<file path="src/rtl/terminal_event_queue_if.sv">
// Event-queue stream bundle: per-source event inputs and the serialised output stream.
// The slave modport is the queue itself; master is whatever drives the sources and consumes events.
interface terminal_event_queue_if #(
  parameter int N_SRC      = 4,
  parameter int DEPTH      = 16,
  parameter int CHAR_WIDTH = 16
);
  localparam int SW = (N_SRC > 1) ? $clog2(N_SRC) : 1;
  localparam int CW = $clog2(DEPTH + 1);

  logic [N_SRC-1:0]            src_valid_in;
  logic [2*N_SRC-1:0]          src_kind_in;
  logic [CHAR_WIDTH*N_SRC-1:0] src_char_in;
  logic [N_SRC-1:0]            src_held_in;
  logic                        repeat_en_in;
  logic                        ev_valid_out;
  logic                        ev_ready_in;
  logic [1:0]                  ev_kind_out;
  logic [CHAR_WIDTH-1:0]       ev_char_out;
  logic [SW-1:0]               ev_src_out;
  logic [CW-1:0]               count_out;
  logic [7:0]                  drop_count_out;

  modport master (
    output src_valid_in, src_kind_in, src_char_in, src_held_in, repeat_en_in, ev_ready_in,
    input  ev_valid_out, ev_kind_out, ev_char_out, ev_src_out, count_out, drop_count_out
  );

  modport slave (
    input  src_valid_in, src_kind_in, src_char_in, src_held_in, repeat_en_in, ev_ready_in,
    output ev_valid_out, ev_kind_out, ev_char_out, ev_src_out, count_out, drop_count_out
  );
endinterface

</file>
<file path="src/rtl/terminal_event_queue.sv">
// Terminal input concentrator: per-source pending slots, round-robin arbiter, FWFT FIFO
// and a typematic auto-repeat engine for held CHAR/BKSP keys.
module terminal_event_queue #(
  parameter int N_SRC         = 4,
  parameter int DEPTH         = 16,
  parameter int CHAR_WIDTH    = 16,
  parameter int REPEAT_DELAY  = 37125000,
  parameter int REPEAT_PERIOD = 2475000
) (
  input  logic                  pixel_clk_in,
  input  logic                  rst_in,
  terminal_event_queue_if.slave ev_if
);
  localparam int SW   = (N_SRC > 1) ? $clog2(N_SRC) : 1;
  localparam int PW   = $clog2(DEPTH);
  localparam int CW   = $clog2(DEPTH + 1);
  localparam int DW   = $clog2(N_SRC + 1);
  localparam int RMAX = (REPEAT_DELAY > REPEAT_PERIOD) ? REPEAT_DELAY : REPEAT_PERIOD;
  localparam int TW   = $clog2(RMAX + 1);

  localparam logic [1:0] K_CHAR  = 2'd0;
  localparam logic [1:0] K_ENTER = 2'd1;
  localparam logic [1:0] K_BKSP  = 2'd2;
  localparam logic [1:0] K_CTRL  = 2'd3;

  typedef enum logic {S_IDLE, S_ARMED} rpt_state_t;

  logic [N_SRC-1:0]      r_slot_vld;
  logic [N_SRC-1:0]      r_slot_rpt;
  logic [1:0]            r_slot_kind [N_SRC];
  logic [CHAR_WIDTH-1:0] r_slot_char [N_SRC];
  logic [SW-1:0]         r_last;

  logic [SW-1:0]         r_mem_src  [DEPTH];
  logic [1:0]            r_mem_kind [DEPTH];
  logic [CHAR_WIDTH-1:0] r_mem_char [DEPTH];
  logic [PW-1:0]         r_wr;
  logic [PW-1:0]         r_rd;
  logic [CW-1:0]         r_count;
  logic [7:0]            r_drop;

  rpt_state_t            r_state;
  logic [SW-1:0]         r_rpt_src;
  logic [1:0]            r_rpt_kind;
  logic [CHAR_WIDTH-1:0] r_rpt_char;
  logic [TW-1:0]         r_timer;

  logic                  w_valid, w_pop, w_accept, w_push;
  logic                  w_gnt_any;
  logic [SW-1:0]         w_gnt_idx, w_cand;
  logic [N_SRC-1:0]      w_free, w_load_raw, w_load_inj;
  logic [DW-1:0]         w_drop_n;
  logic [1:0]            w_wr_kind;
  logic                  w_wr_rpt, w_arm, w_disarm_wr, w_hold_ok, w_inj;

  function automatic logic [7:0] sat_add8(input logic [7:0] a, input logic [DW-1:0] b);
    logic [8:0] sum;
    sum = {1'b0, a} + 9'(b);
    return (sum > 9'd255) ? 8'hFF : sum[7:0];
  endfunction

  assign w_valid  = (r_count != '0);
  assign w_pop    = w_valid & ev_if.ev_ready_in;
  assign w_accept = (r_count < CW'(DEPTH)) | w_pop;
  assign w_push   = w_gnt_any & w_accept;

  // Round-robin search starting one past the last granted source
  always_comb begin
    w_gnt_any = 1'b0;
    w_gnt_idx = '0;
    w_cand    = '0;
    for (int i = 1; i <= N_SRC; i++) begin
      w_cand = SW'((int'(r_last) + i) % N_SRC);
      if (!w_gnt_any && r_slot_vld[w_cand]) begin
        w_gnt_any = 1'b1;
        w_gnt_idx = w_cand;
      end
    end
  end

  assign w_wr_kind   = r_slot_kind[w_gnt_idx];
  assign w_wr_rpt    = r_slot_rpt[w_gnt_idx];
  assign w_arm       = w_push & ~w_wr_rpt & ((w_wr_kind == K_CHAR) | (w_wr_kind == K_BKSP))
                       & ev_if.repeat_en_in;
  assign w_disarm_wr = w_push & ~w_wr_rpt & ((w_wr_kind == K_ENTER) | (w_wr_kind == K_CTRL));
  assign w_hold_ok   = ev_if.src_held_in[r_rpt_src] & ev_if.repeat_en_in;
  assign w_inj       = (r_state == S_ARMED) & ~w_arm & ~w_disarm_wr & w_hold_ok
                       & (r_timer == TW'(1));

  // A slot is free if empty or being granted this edge; raw pulses beat injections
  always_comb begin
    w_free     = '0;
    w_load_raw = '0;
    w_load_inj = '0;
    w_drop_n   = '0;
    for (int s = 0; s < N_SRC; s++) begin
      w_free[s]     = ~r_slot_vld[s] | (w_push & (w_gnt_idx == SW'(s)));
      w_load_raw[s] = ev_if.src_valid_in[s] & w_free[s];
      w_load_inj[s] = w_inj & (r_rpt_src == SW'(s)) & ~ev_if.src_valid_in[s] & w_free[s];
      if (ev_if.src_valid_in[s] & ~w_free[s]) w_drop_n = w_drop_n + DW'(1);
    end
  end

  always_ff @(posedge pixel_clk_in or posedge rst_in) begin
    if (rst_in) begin
      r_slot_vld <= '0;
      r_last     <= SW'(N_SRC - 1);
      r_wr       <= '0;
      r_rd       <= '0;
      r_count    <= '0;
      r_drop     <= '0;
    end else begin
      for (int s = 0; s < N_SRC; s++) begin
        if (w_load_raw[s] | w_load_inj[s]) r_slot_vld[s] <= 1'b1;
        else if (w_free[s])                r_slot_vld[s] <= 1'b0;
      end
      if (w_push) r_last <= w_gnt_idx;
      if (w_push) r_wr   <= r_wr + PW'(1);
      if (w_pop)  r_rd   <= r_rd + PW'(1);
      case ({w_push, w_pop})
        2'b10:   r_count <= r_count + CW'(1);
        2'b01:   r_count <= r_count - CW'(1);
        default: r_count <= r_count;
      endcase
      r_drop <= sat_add8(r_drop, w_drop_n);
    end
  end

  always_ff @(posedge pixel_clk_in) begin
    for (int s = 0; s < N_SRC; s++) begin
      if (w_load_raw[s]) begin
        r_slot_kind[s] <= ev_if.src_kind_in[2*s +: 2];
        r_slot_char[s] <= ev_if.src_char_in[CHAR_WIDTH*s +: CHAR_WIDTH];
        r_slot_rpt[s]  <= 1'b0;
      end else if (w_load_inj[s]) begin
        r_slot_kind[s] <= r_rpt_kind;
        r_slot_char[s] <= r_rpt_char;
        r_slot_rpt[s]  <= 1'b1;
      end
    end
    if (w_push) begin
      r_mem_src[r_wr]  <= w_gnt_idx;
      r_mem_kind[r_wr] <= w_wr_kind;
      r_mem_char[r_wr] <= r_slot_char[w_gnt_idx];
    end
    if (w_arm) begin
      r_rpt_src  <= w_gnt_idx;
      r_rpt_kind <= w_wr_kind;
      r_rpt_char <= r_slot_char[w_gnt_idx];
    end
  end

  // Repeat engine: timer==1 marks the injection edge, then reloads the period
  always_ff @(posedge pixel_clk_in or posedge rst_in) begin
    if (rst_in) begin
      r_state <= S_IDLE;
      r_timer <= '0;
    end else if (w_arm) begin
      r_state <= S_ARMED;
      r_timer <= TW'(REPEAT_DELAY);
    end else if (w_disarm_wr) begin
      r_state <= S_IDLE;
    end else if (r_state == S_ARMED) begin
      if (!w_hold_ok)                r_state <= S_IDLE;
      else if (r_timer == TW'(1))    r_timer <= TW'(REPEAT_PERIOD);
      else                           r_timer <= r_timer - TW'(1);
    end
  end

  assign ev_if.ev_valid_out   = w_valid;
  assign ev_if.ev_kind_out    = w_valid ? r_mem_kind[r_rd] : '0;
  assign ev_if.ev_char_out    = w_valid ? r_mem_char[r_rd] : '0;
  assign ev_if.ev_src_out     = w_valid ? r_mem_src[r_rd]  : '0;
  assign ev_if.count_out      = r_count;
  assign ev_if.drop_count_out = r_drop;
endmodule

</file>
<file path="src/flat_wrapper.sv">
// flat-port wrapper written by rule: the top's interface ports become plain ports
module terminal_event_queue_flat 
#(
  parameter int N_SRC         = 4,
  parameter int DEPTH         = 16,
  parameter int CHAR_WIDTH    = 16,
  parameter int REPEAT_DELAY  = 37125000,
  parameter int REPEAT_PERIOD = 2475000
)
  (pixel_clk_in, rst_in, ev_if_src_valid_in, ev_if_src_kind_in, ev_if_src_char_in, ev_if_src_held_in, ev_if_repeat_en_in, ev_if_ev_ready_in, ev_if_ev_valid_out, ev_if_ev_kind_out, ev_if_ev_char_out, ev_if_ev_src_out, ev_if_count_out, ev_if_drop_count_out);
  terminal_event_queue_if #(.N_SRC(N_SRC), .DEPTH(DEPTH), .CHAR_WIDTH(CHAR_WIDTH)) ev_if_i ();
  input  logic pixel_clk_in;
  input  logic rst_in;
  input wire logic [$bits(ev_if_i.src_valid_in)-1:0] ev_if_src_valid_in;
  input wire logic [$bits(ev_if_i.src_kind_in)-1:0] ev_if_src_kind_in;
  input wire logic [$bits(ev_if_i.src_char_in)-1:0] ev_if_src_char_in;
  input wire logic [$bits(ev_if_i.src_held_in)-1:0] ev_if_src_held_in;
  input wire logic [$bits(ev_if_i.repeat_en_in)-1:0] ev_if_repeat_en_in;
  input wire logic [$bits(ev_if_i.ev_ready_in)-1:0] ev_if_ev_ready_in;
  output wire logic [$bits(ev_if_i.ev_valid_out)-1:0] ev_if_ev_valid_out;
  output wire logic [$bits(ev_if_i.ev_kind_out)-1:0] ev_if_ev_kind_out;
  output wire logic [$bits(ev_if_i.ev_char_out)-1:0] ev_if_ev_char_out;
  output wire logic [$bits(ev_if_i.ev_src_out)-1:0] ev_if_ev_src_out;
  output wire logic [$bits(ev_if_i.count_out)-1:0] ev_if_count_out;
  output wire logic [$bits(ev_if_i.drop_count_out)-1:0] ev_if_drop_count_out;
  assign ev_if_i.src_valid_in = ev_if_src_valid_in;
  assign ev_if_i.src_kind_in = ev_if_src_kind_in;
  assign ev_if_i.src_char_in = ev_if_src_char_in;
  assign ev_if_i.src_held_in = ev_if_src_held_in;
  assign ev_if_i.repeat_en_in = ev_if_repeat_en_in;
  assign ev_if_i.ev_ready_in = ev_if_ev_ready_in;
  assign ev_if_ev_valid_out = ev_if_i.ev_valid_out;
  assign ev_if_ev_kind_out = ev_if_i.ev_kind_out;
  assign ev_if_ev_char_out = ev_if_i.ev_char_out;
  assign ev_if_ev_src_out = ev_if_i.ev_src_out;
  assign ev_if_count_out = ev_if_i.count_out;
  assign ev_if_drop_count_out = ev_if_i.drop_count_out;
  terminal_event_queue #(.N_SRC(N_SRC), .DEPTH(DEPTH), .CHAR_WIDTH(CHAR_WIDTH), .REPEAT_DELAY(REPEAT_DELAY), .REPEAT_PERIOD(REPEAT_PERIOD)) u_core (.pixel_clk_in(pixel_clk_in), .rst_in(rst_in), .ev_if(ev_if_i));
endmodule
</file>
<file path="config.mk">
export PLATFORM = sky130hd
export DESIGN_NAME = terminal_event_queue_flat
export DESIGN_NICKNAME = d
export VERILOG_FILES = /design/src/rtl/terminal_event_queue_if.sv /design/src/rtl/terminal_event_queue.sv /design/src/flat_wrapper.sv
export SDC_FILE = /design/constraint.sdc
export NUM_CORES = 1
export LEC_CHECK = 0
export CORE_ASPECT_RATIO = 1.4
export CORE_MARGIN = 3
export CORE_UTILIZATION = 49
export DETAILED_ROUTE_END_ITERATION = 7
export DONT_BUFFER_PORTS = 1
export PLACE_DENSITY = 0.63
export SYNTH_ARGS = -nofsm -noshare
export SYNTH_HDL_FRONTEND = slang
export SYNTH_SLANG_ARGS = --single-unit
</file>
<file path="constraint.sdc">
create_clock -name pixel_clk_in -period 4.15 [get_ports pixel_clk_in]
set_input_delay 0.2075 -clock pixel_clk_in [delete_from_list [all_inputs] [get_ports pixel_clk_in]]
set_output_delay 0.2075 -clock pixel_clk_in [all_outputs]
set_load 0.1 [all_outputs]
</file>
==> metrics.txt <==
WL/cell=24.0 um; largest net degree at the start of global routing=74; ant diodes=0; stages on the worst setup path=15; Yosys reg bits=470; FF+latch area=13,800 um2; CTS tree=yes; sequential cell area fraction in the yosys report=68.5%; residual DRC count=0; layout cells sized above 1=28.6%; post-synthesis average cell area=17.4 um2; worst path bufs/invs=0; RSZ-0062 raised after global routing=false; HP Class=input pin to flop; Worst Setup SP=u_core.r_last[1]; adder-cell share of the synthesized area=1.32%; Reg-to-Reg Start=u_core.r_last[1]; Mapped Area=20,100 um2; slowest stage delay, CP=0.58 ns; core area=40,500 um2; crit-path cells=nand2_1 > a31o_1 > or2_1 > a31oi_1 > and2_1 > ha_1 > xnor2_1 > ha_1 > mux2_2 > ha_1 > a21o_1 > a21oi_2 > nor2_1 > xnor2_1 > nand2_1; filler cell count=3,077; insertion delay to the later sink of the worst-skew pair=0.56 ns; CTS Root Cell=clkbuf_16; row count=87; Cells after Synth=1,161; Final Wtd Congestion=0.842; number of port buffers=0; max cap viols=0; Post-synth EDFFs=412; hpwl dp=28,300 um; yosys warns=0; reg2reg end=u_core.ev_if.drop_count_out[5]; CP most frequent cell=ha_1; Slew headroom=14.6%; critical path type=flop to flop; worst r2r path cells=15; Max Fclk=256 MHz; CP top delay family=compound AO/OA/AOI/OAI gates; I/O pins=118; Synth Area in Compound Gates=3.66%; Synth Area in XOR/XNOR=0.869%; Final min period=3.90 ns; number of global-route vias before repair=11.6k; total CTS buffers=43; die area=43,600 um2; FF-to-FF setup slack=0.25 ns; Pre-antenna DRT Iters=5; clock sinks=470; first-pass GRT wire length=70,000 um; final net count=1,421; Worst setup endpoint=u_core.ev_if.drop_count_out[5]; Arr. time, crit path=4.32 ns; GRT overflow=0; Post-synth ARST share=11.5%; Hold Path Origin=ev_if_ev_ready_in; Via-to-Cell Ratio=5.78; Setup Skew=0.0232 ns; run status=completed; GRT Total Usage=21.4%; Final Setup Violations=0; area of the multi-input gates=6090 um2; Initial Util=49.8%; initial DRC count=828; Final Cycle Share=93.9%; Synth cell types=68; Post-DRT Antenna Nets=0; largest family of logic cells by synthesized area=multiplexers; die width=177 um; Die Span Y=246 um; post-CTS setup buffers=0; WP data required=4.57 ns; endpoints failing hold=0; syn_nets=1,265; crit end category=flop; mux contribution to synthesized area=16.7%; Worst Max-Slew Pin Slew=1.28 ns; post-synthesis simple-gate area fraction=6.97%; slowest library cell on the worst path=dfstp_2; crit path launch type=flop; crit-path max FO=6; H-tree depth=2; clk buf depth=3; antenna violations before repair=0; Setup TNS=0 ns; synth-to-layout area growth=17.4%; via total after detailed routing=10.9k; Routed WL=45,200 um; Primary FF master, synth=edfxtp_1; Slew Viols, Final=0; clk slew on worst S/H paths=0.07 ns
[per-stage QoR]
step | area, um2 | util [%] | cells | hold slack [ns] | worst slack (ns)
detailed placement | 21400 | 52.8 | 1729 | 0.344 | 0.276
floorplan | 20100 | - | 1161 | 0.325 | 0.249
finish | 23700 | 58.4 | 1886 | 0.123 | 0.251
global route | 23700 | 58.4 | 1886 | 0.113 | 0.00914
CTS | 23600 | 58.4 | 1886 | 0.0749 | 0.269
global placement | 21400 | 52.8 | 1729 | 0.350 | 0.342
[layout by cell type, fill, tap and decap left out, types with 9 or more instances in the layout]
cell / count
a21oi_1: 21
mux2_4: 51
nand2_1: 104
buf_4: 86
nor2b_2: 20
dlygate4sd3_1: 77
ha_1: 18
mux4_2: 101
nor2_2: 13
clkinv_2: 10
xnor2_1: 12
nor2_1: 27
mux2_1: 17
dfrtp_1: 50
inv_1: 28
and3_1: 23
or3_1: 9
o21ai_0: 27
edfxtp_1: 412
a31oi_1: 20
clkbuf_16: 44
nand2b_1: 14
nor3_1: 10
[metal layers]
layer	vias to the layer above	global-route usage, %	share of wire [%]
li1	4860	-	-
met1	5651	26.6	38
met2	326	38.9	54
met3	66	3.34	5.0
met4	0	5.57	2.1
met5	-	0	0
[logic make-up after synthesis]
logic type               Yosys count
AO/OA/AOI/OAI                    116
XOR/XNOR                          20
adder cells (fa/ha/maj)           20
buffers and inverters             86
flip-flops                       470
multiplexers                     182
AND/OR/NAND/NOR                  267
[state kept, by name, indices dropped and copies added (netlist names)]
register                     count
u_core.r_rpt_src                 2
u_core.r_rd                      4
u_core.r_mem_kind               32
u_core.r_state                   1
u_core.r_slot_kind               8
u_core.r_mem_src                32
u_core.r_rpt_kind                2
u_core.r_slot_rpt                4
u_core.r_rpt_char               16
u_core.r_slot_char              64
u_core.r_last                    2
u_core.r_wr                      4
u_core.r_mem_char              256
u_core.r_timer                  26
u_core.ev_if.drop_count_out      8
u_core.r_slot_vld                4
u_core.ev_if.count_out           5
[cells in the mapped netlist (17+ instances only)]
cell type	count	area, um2
ha_1	18	225
o21ai_0	28	140
nor2_1	41	154
mux2_1	17	191
clkbuf_1	30	113
mux2_4	51	766
dfrtp_1	52	1300
inv_1	29	109
nor2b_1	22	138
a21oi_1	23	115
a31oi_1	22	138
and3_1	23	144
nand2_1	104	390
edfxtp_1	412	12400
mux4_2	101	2270
[worst min-delay path, stage by stage]
cell and delay (ns):
nor2b_1 0.24, nand2_1 0.13, xnor2_1 0.06
[how the worst min path moves through the flow]
stage | to | slack, ns | cells after the start
detailed placement | u_core.r_slot_vld[0] | 0.34 | 2
finish | u_core.r_rd[2] | 0.12 | 3
global route | u_core.r_rd[0] | 0.11 | 2
CTS | u_core.r_rd[2] | 0.07 | 3
global placement | u_core.r_slot_vld[0] | 0.35 | 2
floorplan | u_core.r_slot_vld[0] | 0.33 | 2
[area by class of cell]
cell class | count | area share (%)
clock buffer | 52 | 5.08
clock inverter | 28 | 1.25
inverter | 31 | 0.492
multi-input combinational | 605 | 25.7
sequential | 470 | 58.4
tap | 534 | 2.82
timing repair buffer | 166 | 6.24
[what timing repair did]
item / 4_1_cts / 5_1_grt
gates resized for setup: 0 / 4
hold buffers: 77 / 0
endpoints found under the setup margin: 0 / 7
endpoints found under the hold margin: 134 / 0
Power is left out: the tool's default activity adds up to more than one toggle a clock period on the data nets, which glitch-free logic cannot reach.
